==> src/rtl/ifetch_pc_unit_pkg.sv <==
// Shared pipeline definitions for the instruction-fetch front end:
// widths, reset/bubble constants, the IF/ID bundle and the fetch-state enum.
package ifetch_pc_unit_pkg;

    localparam int XLEN = 32;
    localparam logic [XLEN-1:0] NOP_INSTR = 32'h0000_0013;
    localparam logic [XLEN-1:0] RESET_PC  = 32'h0000_0000;

    typedef enum logic [0:0] {
        ST_FETCH    = 1'b0,
        ST_REDIRECT = 1'b1
    } fetch_state_e;

    typedef struct packed {
        logic [XLEN-1:0] instr;
        logic [XLEN-1:0] pc;
        logic            valid;
    } ifid_t;

    // A bubble carries the NOP encoding, a zero PC and no valid bit.
    function automatic ifid_t ifid_bubble(input logic [XLEN-1:0] nop_word);
        ifid_t b;
        b.instr = nop_word;
        b.pc    = {XLEN{1'b0}};
        b.valid = 1'b0;
        return b;
    endfunction

    // Word-align a branch target.
    function automatic logic [XLEN-1:0] align_target(input logic [XLEN-1:0] t);
        return {t[XLEN-1:2], 2'b00};
    endfunction

endpackage

==> src/rtl/ifetch_pc_unit.sv <==
// Instruction-fetch front end: owns the PC, drives the instruction bus and
// loads IF/ID; a branch behind an in-flight fetch waits in redirect_pc_r.
module ifetch_pc_unit #(
    parameter int              XLEN      = ifetch_pc_unit_pkg::XLEN,
    parameter logic [XLEN-1:0] RESET_PC  = ifetch_pc_unit_pkg::RESET_PC,
    parameter logic [XLEN-1:0] NOP_INSTR = ifetch_pc_unit_pkg::NOP_INSTR
) (
    input  logic            clk,
    input  logic            rst,
    input  logic            stall_IF,
    input  logic            nop_IF,
    input  logic            branch_PC_contral,
    input  logic [XLEN-1:0] branch_target,
    output logic [XLEN-1:0] iaddr,
    output logic            ireq,
    input  logic [XLEN-1:0] idata,
    input  logic            iready_n,
    output logic [XLEN-1:0] instr_ID,
    output logic [XLEN-1:0] pc_ID,
    output logic            valid_ID
);
    import ifetch_pc_unit_pkg::*;

    // The IF/ID bundle is sized by the shared package; XLEN must track it.
    fetch_state_e    state_r;
    fetch_state_e    state_nxt_s;
    logic [XLEN-1:0] pc_r;
    logic [XLEN-1:0] pc_nxt_s;
    logic [XLEN-1:0] redirect_pc_r;
    logic [XLEN-1:0] redirect_nxt_s;
    ifid_t           ifid_r;
    ifid_t           ifid_nxt_s;
    logic            ireq_r;
    logic [XLEN-1:0] target_s;
    logic            accept_s;

    assign target_s = align_target(branch_target);
    assign accept_s = ~iready_n;

    // State register.
    always_ff @(posedge clk) begin
        if (rst) begin
            state_r <= ST_FETCH;
        end else begin
            state_r <= state_nxt_s;
        end
    end

    // Next-state logic: only a branch that cannot retire immediately parks us in REDIRECT.
    always_comb begin
        state_nxt_s = state_r;
        case (state_r)
            ST_FETCH: begin
                if (branch_PC_contral && iready_n) begin
                    state_nxt_s = ST_REDIRECT;
                end else begin
                    state_nxt_s = ST_FETCH;
                end
            end
            ST_REDIRECT: begin
                if (accept_s) begin
                    state_nxt_s = ST_FETCH;
                end else begin
                    state_nxt_s = ST_REDIRECT;
                end
            end
            default: begin
                state_nxt_s = ST_FETCH;
            end
        endcase
    end

    // Datapath next values: PC, pending redirect target and IF/ID contents.
    always_comb begin
        pc_nxt_s       = pc_r;
        redirect_nxt_s = redirect_pc_r;
        ifid_nxt_s     = ifid_r;
        case (state_r)
            ST_FETCH: begin
                if (branch_PC_contral) begin
                    ifid_nxt_s = ifid_bubble(NOP_INSTR);
                    if (accept_s) begin
                        pc_nxt_s = target_s;
                    end else begin
                        redirect_nxt_s = target_s;
                    end
                end else if (stall_IF) begin
                    pc_nxt_s   = pc_r;
                    ifid_nxt_s = ifid_r;
                end else if (nop_IF) begin
                    ifid_nxt_s = ifid_bubble(NOP_INSTR);
                end else if (accept_s) begin
                    ifid_nxt_s.instr = idata;
                    ifid_nxt_s.pc    = pc_r;
                    ifid_nxt_s.valid = 1'b1;
                    pc_nxt_s         = pc_r + 32'd4;
                end else begin
                    pc_nxt_s   = pc_r;
                    ifid_nxt_s = ifid_r;
                end
            end
            ST_REDIRECT: begin
                // Data returning for the stale fetch is dropped; stall/nop do not delay the exit.
                ifid_nxt_s = ifid_bubble(NOP_INSTR);
                if (accept_s) begin
                    if (branch_PC_contral) begin
                        pc_nxt_s = target_s;
                    end else begin
                        pc_nxt_s = redirect_pc_r;
                    end
                end else if (branch_PC_contral) begin
                    redirect_nxt_s = target_s;
                end else begin
                    redirect_nxt_s = redirect_pc_r;
                end
            end
            default: begin
                ifid_nxt_s = ifid_bubble(NOP_INSTR);
            end
        endcase
    end

    // Datapath registers, including the bus request which drops while reset is applied.
    always_ff @(posedge clk) begin
        if (rst) begin
            pc_r          <= RESET_PC;
            redirect_pc_r <= {XLEN{1'b0}};
            ifid_r        <= ifid_bubble(NOP_INSTR);
            ireq_r        <= 1'b0;
        end else begin
            pc_r          <= pc_nxt_s;
            redirect_pc_r <= redirect_nxt_s;
            ifid_r        <= ifid_nxt_s;
            ireq_r        <= 1'b1;
        end
    end

    assign iaddr    = pc_r;
    assign ireq     = ireq_r;
    assign instr_ID = ifid_r.instr;
    assign pc_ID    = ifid_r.pc;
    assign valid_ID = ifid_r.valid;

endmodule

==> config.mk <==
export PLATFORM = sky130hd
export DESIGN_NAME = ifetch_pc_unit
export DESIGN_NICKNAME = d
export VERILOG_FILES = /design/src/rtl/ifetch_pc_unit_pkg.sv /design/src/rtl/ifetch_pc_unit.sv
export SDC_FILE = /design/constraint.sdc
export NUM_CORES = 1
export LEC_CHECK = 0
export BUFFER_PORTS_ARGS = -buffer_cell sky130_fd_sc_hd__buf_2
export CAP_MARGIN = 20
export CORE_MARGIN = 5
export CORE_UTILIZATION = 30
export DETAILED_ROUTE_END_ITERATION = 8
export MAX_ROUTING_LAYER = met4
export REMOVE_ABC_BUFFERS = 1
export SETUP_SLACK_MARGIN = 0.5
export SLEW_MARGIN = 20
export SYNTH_ARGS = -nofsm -noshare
export SYNTH_HDL_FRONTEND = slang
export SYNTH_SLANG_ARGS = --single-unit
==> constraint.sdc <==
create_clock -name clk -period 4.1 [get_ports clk]
set_clock_uncertainty 0.05 [all_clocks]
set_input_delay 0.41 -clock clk [delete_from_list [all_inputs] [get_ports clk]]
set_output_delay 0.41 -clock clk [all_outputs]
set_load 0.01 [all_outputs]
==> flow_metrics.env <==
export IMPL_fin_nets=897
export IMPL_wl_um=17700
export IMPL_numPortBuffers=165
export IMPL_areaGrowthSynthToFinish_pct=28.7
export IMPL_seq_area_frac_synth=0.471
export IMPL_cpMaxStageDelayCell="nor4_2"
export IMPL_slowest_delay_ns=0.71
export IMPL_startpoint_type="flip-flop"
export IMPL_finalCriticalPeriod_ns=2.34
export IMPL_required_ns=4.36
export IMPL_power_density_mw_per_mm2=450
export IMPL_synth_top_family_by_area="compound AO/OA/AOI/OAI gates"
export IMPL_vias=5500
export IMPL_die_area_mm2=0.0214
export IMPL_arrival_ns=2.60
export IMPL_place_hpwl_um=11700
export IMPL_first_iter_violations=315
export IMPL_async_flop_share=0
export IMPL_antenna_found_initial=0
export IMPL_wl_per_cell_um=16.6
export IMPL_hold_viol=0
export IMPL_cp_end_kind="flip-flop"
export IMPL_synthAdderAreaFrac=0.00225
export IMPL_die_h_um=146
export IMPL_crit_top_cell="nand3_1"
export IMPL_cts_hold_buf=0
export IMPL_avgSynthCellArea_um2=8.10
export IMPL_netlist_instances=687
export IMPL_clkSlewWorstSetupHoldPaths_ns=0.06
export IMPL_yosysWarnings=0
export IMPL_track_usage=0.171
export IMPL_path_cells="ha_1 -> nand3_1 -> nor4_2 -> nand3_1 -> and3_1 -> o21a_1"
export IMPL_p_leak_nw=2.98
export IMPL_crit_family="simple AND/OR/NAND/NOR gates"
export IMPL_finalCritPeriodShare=0.571
export IMPL_h_tree_depth=4
export IMPL_core_area_mm2=0.0181
export IMPL_max_cap_viol_count=0
export IMPL_cts_setup_buffers=0
export IMPL_cts_made_buffers=17
export IMPL_critical_path_class="flip-flop to flip-flop"
export IMPL_grt_pass1_vias=5229
export IMPL_synth_area_leaders="dfxtp_1 47%, a22oi_1 8.5%, nand2_1 7.7%"
export IMPL_cts_sinks=131
export IMPL_dp_slack_ns=1.39
export IMPL_avgViaCountPerCell=5.15
export IMPL_grt_overflow=0
export IMPL_grt_pass1_wl_um=28500
export IMPL_synth_top_cell_by_area="dfxtp_1"
export IMPL_hold_class="primary input to flip-flop"
export IMPL_cp_num_buf_inv=0
export IMPL_cts_buffer_depth=2
export IMPL_crit_fanout=8
export IMPL_ir_worst_vdd_mv=0.292
export IMPL_slew_headroom=0.420
export IMPL_ys_types=55
export IMPL_fmax_mhz=427
export IMPL_ys_flop_type="dfxtp_1"
export IMPL_synthMuxAreaShare=0.0110
export IMPL_initial_core_util=0.308
export IMPL_rsz0062_at_grt="false"
export IMPL_fin_setup_tns_ns=0
export IMPL_syn_area_mm2=0.00557
export IMPL_drc=0
export IMPL_status="finished, final reports clean"
export IMPL_synth_top_area_share=0.471
export IMPL_power_mw=3.23
export IMPL_antenna_cells=0
export IMPL_ios=168
export IMPL_cts_resized=0
export IMPL_placed_area_mm2=0.00655
export IMPL_stdcell_area_mm2=0.00716
export IMPL_cts_tree="built"
export IMPL_setup_viol=0
export IMPL_most_common_layout_cells="164 x buf_2, 131 x dfxtp_1, 114 x nand2_1"
export IMPL_die_x_um=146
export IMPL_ys_ff_latch=131
export IMPL_synthXorXnorAreaFrac=0.00315
export IMPL_maxSlewViolCount=0
export IMPL_clk_latency_ns=0.42
export IMPL_fin_ws_ns=1.76
export IMPL_firstDrtPassIters=5
export IMPL_worst_pin_slew_ns=0.862
export IMPL_yosys_area_share_simple=0.219
export IMPL_drive_gt1_frac=0.258
export IMPL_ant_nets=0
export IMPL_synth_edf_count=0
export IMPL_layout_commonest_cell="buf_2"
export IMPL_root_buffer="clkbuf_16"
export IMPL_gp_congestion=0.775
export IMPL_row_count=49
export IMPL_synth_compound_area_frac=0.250
export IMPL_grt_max_degree=65
[cells by family (layout without fill, tap and decap cells)]
family	Yosys count	in the layout
compound gates	211	211
xor+xnor	2	2
fa+ha+maj	1	1
buf+inv	63	214
flops	131	131
mux	6	6
simple gates	273	273
[cells in the mapped netlist (all sizes together) (7+ instances only)]
library cell and instances:
a22oi 63, nand2 115, inv 7, nand3 18, nand4 11, dfxtp 131
o22ai 7, nor2 91, o21ai 27, o211ai 19, clkbuf 51, and3 11
a21oi 57
[layer usage]
metal  up-vias  part of all wire  track usage  wire, um
met2       158              0.46        0.270      8070
met3        11             0.055       0.0502       981
met4         0            0.0085       0.0348       150
met1      2592              0.48        0.220      8520
li1       2739                 -            -         -
met5         -                 0            -         0
[power breakdown]
part	switching, mW	internal (mW)
sequential	0.0535	1.32
clock	0.556	1.01
combinational	0.179	0.109
total	0.789	2.44
[final timing paths]
path	endpoint	cells after the start	slack [ns]	startpoint
worst min-delay path	instr_ID[1]	3	0.19	idata[1]
worst max register to register	iaddr[18]	6	1.76	iaddr[2]
worst min register to register	redirect_pc_r[16]	2	0.40	redirect_pc_r[16]
worst max-delay path	iaddr[18]	6	1.76	iaddr[2]
[tightest hold or removal path, stage by stage]
cell     delay (ns)
buf_2          0.08
o22ai_1        0.07
nand2_1        0.06
[metrics by stage]
step           cells  utilization  hold slack, ns
6_report        1067        0.396           0.186
5_1_grt         1067        0.396           0.167
4_1_cts         1067        0.396           0.164
3_5_place_dp    1036        0.362           0.392
3_3_place_gp    1036        0.362           0.387
2_1_floorplan    631            -           0.375
[state kept, by name (all words and copies together) (netlist names)]
signal	flops
iaddr	32
instr_ID	32
ireq	1
pc_ID	32
redirect_pc_r	32
state_r	1
valid_ID	1
[layout make-up]
type	count	area, um^2
Timing Repair Buffer	176	911
Tap cell	229	287
Multi-Input combinational cell	493	2710
Sequential cell	131	2620
Clock buffer	22	484
Inverter	7	26.3
Clock inverter	9	128
Fill cell	1895	10900
Power figures use the tool's default switching activity.
